**src/rtl/div_unit_pkg.sv**
```systemverilog
// rtl/div_unit_pkg.sv - shared divider state encoding, width and HI/LO write-enable encoding
package div_unit_pkg;

   localparam int DIV_WIDTH = 32;

   typedef enum logic [1:0] {
      DIV_IDLE = 2'd0,
      DIV_CALC = 2'd1,
      DIV_DONE = 2'd2
   } div_state_e;

   // HI/LO write enables shared with the decoder: bit0 writes LO, bit1 writes HI
   localparam logic [1:0] HILO_LO   = 2'b01;
   localparam logic [1:0] HILO_HI   = 2'b10;
   localparam logic [1:0] HILO_BOTH = HILO_HI | HILO_LO;

endpackage

```
**src/rtl/div_step.sv**
```systemverilog
// rtl/div_step.sv - one combinational restoring-division iteration
module div_step
   import div_unit_pkg::*;
#(
   parameter int WIDTH = DIV_WIDTH
) (
   input  logic [WIDTH-1:0] rem_i,
   input  logic [WIDTH-1:0] quo_i,
   input  logic [WIDTH-1:0] div_i,
   output logic [WIDTH-1:0] rem_o,
   output logic [WIDTH-1:0] quo_o
);

   logic [WIDTH:0] shifted;
   logic [WIDTH:0] diff;
   logic           borrow;

   // rem < div on entry, so the shifted value is below 2*div and diff[WIDTH] is exactly the borrow
   always_comb begin
      shifted = {rem_i, quo_i[WIDTH-1]};
      diff    = shifted - {1'b0, div_i};
      borrow  = diff[WIDTH];
      rem_o   = borrow ? shifted[WIDTH-1:0] : diff[WIDTH-1:0];
      quo_o   = {quo_i[WIDTH-2:0], ~borrow};
   end

endmodule

```
**src/rtl/div_unit.sv**
```systemverilog
// rtl/div_unit.sv - iterative radix-2 DIV/DIVU unit with pipeline stall and HI/LO result
module div_unit
   import div_unit_pkg::*;
#(
   parameter int WIDTH = DIV_WIDTH
) (
   input  logic             clk,
   input  logic             rst,
   input  logic             start_i,
   input  logic             signed_i,
   input  logic             cancel_i,
   input  logic [WIDTH-1:0] a_i,
   input  logic [WIDTH-1:0] b_i,
   output logic             stall_o,
   output logic             valid_o,
   output logic [WIDTH-1:0] hi_o,
   output logic [WIDTH-1:0] lo_o
);

   localparam int CNT_W = $clog2(WIDTH);
   localparam logic [CNT_W-1:0] LAST_CNT = CNT_W'(WIDTH - 1);

   div_state_e       state_q, state_d;
   logic [CNT_W-1:0] cnt_q, cnt_d;
   logic [WIDTH-1:0] rem_q, rem_d, quo_q, quo_d, div_q, div_d;
   logic [WIDTH-1:0] hi_q, hi_d, lo_q, lo_d;
   logic             qsign_q, qsign_d, rsign_q, rsign_d;
   logic [WIDTH-1:0] step_rem, step_quo;
   logic             a_neg, b_neg;

   div_step #(.WIDTH(WIDTH)) u_step (
      .rem_i (rem_q),
      .quo_i (quo_q),
      .div_i (div_q),
      .rem_o (step_rem),
      .quo_o (step_quo)
   );

   assign a_neg = signed_i & a_i[WIDTH-1];
   assign b_neg = signed_i & b_i[WIDTH-1];

   always_comb begin
      state_d = state_q;
      cnt_d   = cnt_q;
      rem_d   = rem_q;
      quo_d   = quo_q;
      div_d   = div_q;
      qsign_d = qsign_q;
      rsign_d = rsign_q;
      hi_d    = hi_q;
      lo_d    = lo_q;
      stall_o = 1'b0;
      valid_o = 1'b0;
      unique case (state_q)
         DIV_IDLE: begin
            if (start_i && !cancel_i && !rst) begin
               stall_o = 1'b1;
               rem_d   = '0;
               quo_d   = a_neg ? -a_i : a_i;
               div_d   = b_neg ? -b_i : b_i;
               qsign_d = a_neg ^ b_neg;
               rsign_d = a_neg;
               cnt_d   = '0;
               if (b_i == '0) begin
                  lo_d    = '1;
                  hi_d    = a_i;
                  state_d = DIV_DONE;
               end else begin
                  state_d = DIV_CALC;
               end
            end
         end
         DIV_CALC: begin
            if (cancel_i) begin
               state_d = DIV_IDLE;
            end else begin
               stall_o = ~rst;
               rem_d   = step_rem;
               quo_d   = step_quo;
               cnt_d   = cnt_q + CNT_W'(1);
               if (cnt_q == LAST_CNT) begin
                  lo_d    = qsign_q ? -step_quo : step_quo;
                  hi_d    = rsign_q ? -step_rem : step_rem;
                  state_d = DIV_DONE;
               end
            end
         end
         DIV_DONE: begin
            valid_o = ~cancel_i & ~rst;
            state_d = DIV_IDLE;
         end
         default: state_d = DIV_IDLE;
      endcase
   end

   always_ff @(posedge clk or posedge rst) begin
      if (rst) begin
         state_q <= DIV_IDLE;
         cnt_q   <= '0;
         rem_q   <= '0;
         quo_q   <= '0;
         div_q   <= '0;
         qsign_q <= 1'b0;
         rsign_q <= 1'b0;
         hi_q    <= '0;
         lo_q    <= '0;
      end else begin
         state_q <= state_d;
         cnt_q   <= cnt_d;
         rem_q   <= rem_d;
         quo_q   <= quo_d;
         div_q   <= div_d;
         qsign_q <= qsign_d;
         rsign_q <= rsign_d;
         hi_q    <= hi_d;
         lo_q    <= lo_d;
      end
   end

   assign hi_o = hi_q;
   assign lo_o = lo_q;

endmodule

```
**config.mk**
```make
export PLATFORM = sky130hd
export DESIGN_NAME = div_unit
export DESIGN_NICKNAME = d
export VERILOG_FILES = /design/src/rtl/div_unit_pkg.sv /design/src/rtl/div_step.sv /design/src/rtl/div_unit.sv
export SDC_FILE = /design/constraint.sdc
export NUM_CORES = 1
export LEC_CHECK = 0
export ABC_AREA = 0
export CORE_UTILIZATION = 40
export CTS_BUF_LIST = sky130_fd_sc_hd__clkbuf_8 sky130_fd_sc_hd__clkbuf_16
export CTS_CLUSTER_SIZE = 24
export DETAILED_ROUTE_END_ITERATION = 16
export GPL_TIMING_DRIVEN = 0
export PLACE_DENSITY = 0.66
export SYNTH_ARGS = -nofsm -noshare
export SYNTH_HDL_FRONTEND = slang
export SYNTH_HIERARCHICAL = 1
export SYNTH_SLANG_ARGS = --single-unit
```
**constraint.sdc**
```tcl
create_clock -name clk -period 6.25 [get_ports clk]
set_clock_uncertainty 0.05 [all_clocks]
set_input_delay 1.25 -clock clk [delete_from_list [all_inputs] [get_ports clk]]
set_output_delay 1.25 -clock clk [all_outputs]
set_load 0.01 [all_outputs]
```
---- After elaboration in Yosys (flattened, before gate mapping) ----
Cells that the tools add are included.
storage, ports and cells
  memory bits (read-only) ................. 0
  input port bits ......................... 69
  output and inout port bits .............. 66
  latch bits .............................. 0
  RAM bits ................................ 0
  memories kept ........................... 0
  bits in registers ....................... 169
operators by class
  multiply operators ...................... 0
  shifts and indexed selects .............. 0
  muxes and demuxes ....................... 33
  add/subtract/negate cells ............... 6
  eq/ne operators ......................... 8
  order comparisons ....................... 0
  reduce and logical (&&, ||, !) cells .... 11
  div/mod/pow operators ................... 0
  bitwise gates (word level) .............. 7
operators by type and width
  operator               number
  $mux W32               17
  $pmux W32 S2           4
  $neg A32 Y32           4
  $sub A33 B32 Y33       1
  $logic_not A32 Y1      1
  $mux W5                2
  $pmux W5 S2            1
  $mux W2                4
  $ne A2 B2 Y1 const B   4
  $add A5 B1 Y5 const B  1
  $eq A5 B5 Y1 const B   1
  $reduce_and A5 Y1      1
  $pmux W2 S2            1
  $reduce_and A2 Y1      2
  $and A1 B1 Y1          3
  $mux W1                3
  $ne A3 B3 Y1 const B   1
  $not A1 Y1             3
  $reduce_and A3 Y1      1
  $eq A2 B1 Y1 const B   1
  $eq A2 B2 Y1 const B   1
  $logic_and A1 B1 Y1    2
  $logic_not A1 Y1       2
  $logic_not A2 Y1       1
  other kinds (3)        3

---- Logic depth before layout (Yosys ltp) ----
Gate-level depths: netlist of run 1.
  word-level depth ........................ 7
  depth in mapped cells ................... 22
  mapped depth without buffers ............ 20

---- Modules after synthesis ----
The synthesis of run 1 kept the hierarchy.
by module, submodules not included
  module    cells an instance  area each (µm²)  times used
  div_unit  1138               9794.4           1
  div_step  342                2488.6           1

---- Least setup slack after synthesis of run 1 ----
OpenSTA, ideal clock, no wires.
  kind .................................... register to register
  from .................................... reg quo_q[31]
  to ...................................... reg hi_q[26], in the netlist hi_o[26]
  setup time .............................. 0.095 ns
  slack ................................... 1.535 ns
  data arrival time ....................... 4.570 ns
  stages on the path, launching flop included .. 21
  data required time ...................... 6.105 ns
  period minus slack after synthesis ...... 4.715 ns
  path buffers ............................ 1
  cell sequence ........................... dfrtp_1 -> inv_1 -> ha_1 -> fa_1 -> and2b_1 -> o2111ai_1 -> a21oi_2 -> o2111ai_1 -> a211oi_2 -> nor2_2 -> mux2i_1 -> and2_4 -> inv_2 -> buf_6 -> mux2_4 -> or4_1 -> nand3b_1 -> o41ai_1 -> xnor2_1 -> nor2_1 -> o31ai_1
on the way
  word-level cells in the longest chain between the ends .. 7
RTL lines
  what                    RTL line         RTL
  from (decl)             div_unit.sv:25   logic [WIDTH-1:0] rem_q, rem_d, quo_q, quo_d, div_q, div_d;
  from (signal assigned)  div_unit.sv:111  quo_q <= quo_d;
  $sub A33 B32 Y33        div_step.sv:21   diff = shifted - {1'b0, div_i};
  $mux W32                div_step.sv:23   rem_o = borrow ? shifted[WIDTH-1:0] : diff[WIDTH-1:0];
  named net step_rem[13]  div_unit.sv:28   logic [WIDTH-1:0] step_rem, step_quo;
  $neg A32 Y32            div_unit.sv:83   hi_d = rsign_q ? -step_rem : step_rem;
  $mux W32                div_unit.sv:83
  $mux W32                div_unit.sv:81   if (cnt_q == LAST_CNT) begin
  $mux W32                div_unit.sv:74   if (cancel_i) begin
  $pmux W32 S2            div_unit.sv:54   unique case (state_q)
  to (signal assigned)    div_unit.sv:115  hi_q <= hi_d;
  to (decl)               div_unit.sv:26   logic [WIDTH-1:0] hi_q, hi_d, lo_q, lo_d;
The timed path passes the listed nets, and every way through them passes these cells. The select of a mux whose other input is x is not followed.
A chain may end at the register's enable or synchronous reset.

---- Worst setup path in the final report of run 1 ----
Ends and elaborated chain as after synthesis.

==> results.sh, run 1 <==
export IMPL_outcome="finished clean"
export IMPL_die_area_um2=31410
export IMPL_rows=63
export IMPL_power_density_nw_per_um2=299.1
export IMPL_hp_class="reg2reg"
export IMPL_wl_met3_um=2128
export IMPL_pwr_share_comb=0.460
export IMPL_p_int_mw=2.548
export IMPL_power_frac_seq=0.297
export IMPL_cp_arrival_ns=6.02
export IMPL_fin_nets=1741
export IMPL_fmax_mhz=174.8
export IMPL_cts_tree="done"
export IMPL_synth_edf_count=0
export IMPL_setup_viol=0
export IMPL_p_leak_nw=6.278
export IMPL_cts_htree_levels=4
export IMPL_synthesis_nets=1588
export IMPL_cp_start_kind="register"
export IMPL_vias=11490
export IMPL_cts_made_buffers=17
export IMPL_n_antenna_cell=0
export IMPL_netSwitchingPower_mw=1.856
export IMPL_drtIter0Drc=751
export IMPL_critical_path_class="reg2reg"
export IMPL_postSynthAreaPerCell_um2=8.299
export IMPL_clk_latency_ns=0.45
export IMPL_grt_pass1_wl_um=61630
export IMPL_max_cap_violations=0
export IMPL_finalPower_mw=4.404
export IMPL_antenna_found_initial=1
export IMPL_layout_worst_path_cycle_share=0.9154
export IMPL_hold_path_startpoint="hi_o[12]"
export IMPL_fp_dieW_um=177.2
export IMPL_grt_usage=0.2581
export IMPL_yosys_most_used_dff="dfrtp_1"
export IMPL_clkPwrFrac=0.243
export IMPL_slew_headroom=0.3641
export IMPL_clock_sinks=169
export IMPL_ir_drop_mv=0.2179
export IMPL_avgViaCountPerCell=5.645
export IMPL_reg2reg_to="hi_o[26]"
export IMPL_synth_area_um2=12280
export IMPL_fin_area_um2=14730
export IMPL_area_growth_pct=19.89
export IMPL_power_share_switching=0.4215
export IMPL_maxSlewViolCount=0
export IMPL_synth_seq_area_share=0.3443
export IMPL_hold_ws_ns=0.4285
export IMPL_start_util=0.4101
export IMPL_io_pins=135
export IMPL_async_reset_ff_frac=1.000
export IMPL_dr_wl_met2_um=19120
export IMPL_finalHoldViolCount=0
export IMPL_ys_types=79
export IMPL_route_detailed_drc=0
export IMPL_top_layer="met5"
export IMPL_final_util=0.4916
export IMPL_syn_inst=1480
export IMPL_routed_wl_um=39460
export IMPL_post_cts_setup_buffers=0
export IMPL_worstPathRequired_ns=6.55
export IMPL_fillers=2986
export IMPL_place_gp_congestion=0.9891
export IMPL_worst_slew_pin_slew_ns=0.9452
export IMPL_gr_total_overflow=0
export IMPL_clock_root_buffer="clkbuf_16"
export IMPL_place_area_um2=14140
export IMPL_synth_warnings=6
export IMPL_core_area_um2=29950
export IMPL_clockBufferDepth=2
export IMPL_reg2reg_depth=20
export IMPL_rsz0062_at_grt="false"
export IMPL_finalSetupTns_ns=0
export IMPL_routedLengthMet1_um=16610
export IMPL_dr_pass1_iters=6
export IMPL_die_height_um=177.2
export IMPL_first_global_vias=11170
export IMPL_hold_depth=1
export IMPL_end_kind="register"
export IMPL_drive_above_1_share=0.07473
export IMPL_r2r_setup_slack_ns=0.53
export IMPL_period_needed_ns=5.721
export IMPL_path_max_fanout=10
export IMPL_reg2reg_from="quo_q[31]"
export IMPL_detail_route_wl_per_cell_um=19.38
export IMPL_portBuffers=133
export IMPL_min_to="hi_o[12]"
export IMPL_ys_ff_latch=169
export IMPL_grt_max_degree=96
export IMPL_drtAntennaViolNets=0
export IMPL_clk_pin_slew_ns=0.08
export IMPL_dpl_hpwl_um=31070
-- sequential cells by signal (all words and copies together), names as in the netlist --
register  flops
quo_q        32
div_q        32
cnt_q         5
hi_o         32
state_q       2
rem_q        32
qsign_q       1
lo_o         32
rsign_q       1
-- cell type report --
cell class,instances,area [um2],share of cell area
Inverter,54,215.2,0.01461
Clock inverter,15,157.7,0.01071
Sequential cell,169,4229,0.2872
Multi-Input combinational cell,1143,7207,0.4894
Timing Repair Buffer,134,1359,0.09227
Clock buffer,17,425.4,0.02889
Tap cell,390,488.0,0.03314
Buffer,114,645.6,0.04384
-- worst max path at each step --
| stage | endpoint | slack (ns) | from | depth (start not counted) |
|---|---|---|---|---|
| final | hi_o[26] | 0.53 | quo_q[31] | 20 |
| after global routing | hi_o[30] | 0.16 | quo_q[31] | 22 |
| after CTS | hi_o[26] | 0.35 | quo_q[31] | 20 |
| after detailed placement | hi_o[26] | 0.40 | quo_q[31] | 20 |
| after global placement | lo_o[5] | -2.06 | rst | 2 |
| after floorplan | cnt_q[0] | 0.37 | rst | 1 |
-- cell usage in the layout (no fill, tap or decap), drive strengths merged, types with 12 or more instances in the layout --
cell | Yosys | routed
clkbuf | 60 | 77
inv | 53 | 61
clkdlybuf4s50 | 0 | 133
nor3 | 25 | 25
nand3 | 40 | 40
xor2 | 78 | 78
a21o | 28 | 28
mux2 | 22 | 22
and3 | 12 | 12
nor4 | 21 | 21
a21oi | 82 | 82
or3 | 15 | 15
or4 | 17 | 17
nor2 | 131 | 131
a211oi | 12 | 12
buf | 54 | 55
o31ai | 38 | 38
a31oi | 36 | 36
ha | 38 | 38
xnor2 | 61 | 61
nand4 | 14 | 14
mux2i | 17 | 17
o41ai | 17 | 17
dfrtp | 169 | 169
o21ai | 139 | 139
nand2 | 199 | 199
-- cell families (layout without fill, tap and decap cells) --
group           after synthesis  count (layout)  synth area share
mux                          39              39           0.03983
fa+ha+maj                    39              39           0.04034
simple gates                525             525            0.2031
buf+inv                     168             334           0.06947
compound gates              401             401            0.2038
xor+xnor                    139             139           0.09911
flops                       169             169            0.3443
-- metrics by stage --
stage                     setup WS [ns]  std cells
after CTS                        0.3471       2036
after global placement           -2.057       2003
final                            0.5289       2036
after global routing             0.1572       2036
after floorplan                  0.3749       1480
after detailed placement         0.4018       2004
-- critical path, stage by stage (launching register included) --
cell and delay [ns]:
dfrtp_1 0.51, inv_1 0.09, ha_1 0.23, fa_1 0.40, and2b_1 0.23, o2111ai_1 0.17
a21oi_2 0.25, o2111ai_1 0.25, a211oi_2 0.29, nor2_2 0.11, mux2i_1 0.26, and2_4 0.24
inv_2 0.07, buf_6 0.16, mux2_4 0.33, or4_1 0.59, nand3b_1 0.32, o41ai_1 0.51
xnor2_1 0.23, nor2_1 0.07, o31ai_1 0.24
-- layer usage --
layer / up-vias / track usage
met1: 5427 / 0.3224
met3: 84 / 0.03157
met2: 422 / 0.4425
met4: 2 / 0.1178
met5: - / 0
li1: 5559 / -
-- power groups by stage --
stage / Sequential [mW] / Clock, mW / Combinational, mW
floorplan: 1.30 / 0 / 1.50
global route: 1.32 / 1.12 / 2.22
finish: 1.31 / 1.07 / 2.03
detailed placement: 1.33 / 0 / 1.99
global placement: 1.32 / 0 / 1.96
CTS: 1.31 / 1.08 / 1.99
-- cells in the mapped netlist, drive strengths merged, types with 9 or more instances --
master / instances / share of area
nand2: 199 / 0.061
dfrtp: 169 / 0.34
o21ai: 139 / 0.057
nor2: 131 / 0.041
a21oi: 82 / 0.034
xor2: 78 / 0.056
xnor2: 61 / 0.043
clkbuf: 60 / 0.018
buf: 54 / 0.034
inv: 53 / 0.017
nand3: 40 / 0.016
ha: 38 / 0.039
o31ai: 38 / 0.023
a31oi: 36 / 0.018
a21o: 28 / 0.017
nor3: 25 / 0.010
mux2: 22 / 0.026
nor4: 21 / 0.013
mux2i: 17 / 0.014
o41ai: 17 / 0.012
or4: 17 / 0.010
or3: 15 / 0.0076
nand4: 14 / 0.0071
a211oi: 12 / 0.0077
and3: 12 / 0.0061
o211ai: 10 / 0.0061
o221ai: 9 / 0.0064
-- timing repair --
item	CTS	global route
resized for setup	0	1
endpoints found under the setup margin	0	2
hold buffers	0	0
Note: power is estimated with default switching activity, not from simulation.
==> inputs of run 2 (changes only) <==
--- a/config.mk
+++ b/config.mk
@@ -8,6 +8,7 @@
 export ABC_AREA = 0
 export CORE_UTILIZATION = 40
 export CTS_BUF_LIST = sky130_fd_sc_hd__clkbuf_8 sky130_fd_sc_hd__clkbuf_16
+export CTS_CLUSTER_DIAMETER = 30
 export CTS_CLUSTER_SIZE = 24
 export DETAILED_ROUTE_END_ITERATION = 16
 export GPL_TIMING_DRIVEN = 0
==> results of run 2 <==
Same layout as run 1: the final DEF is identical, and so are final timing and power.
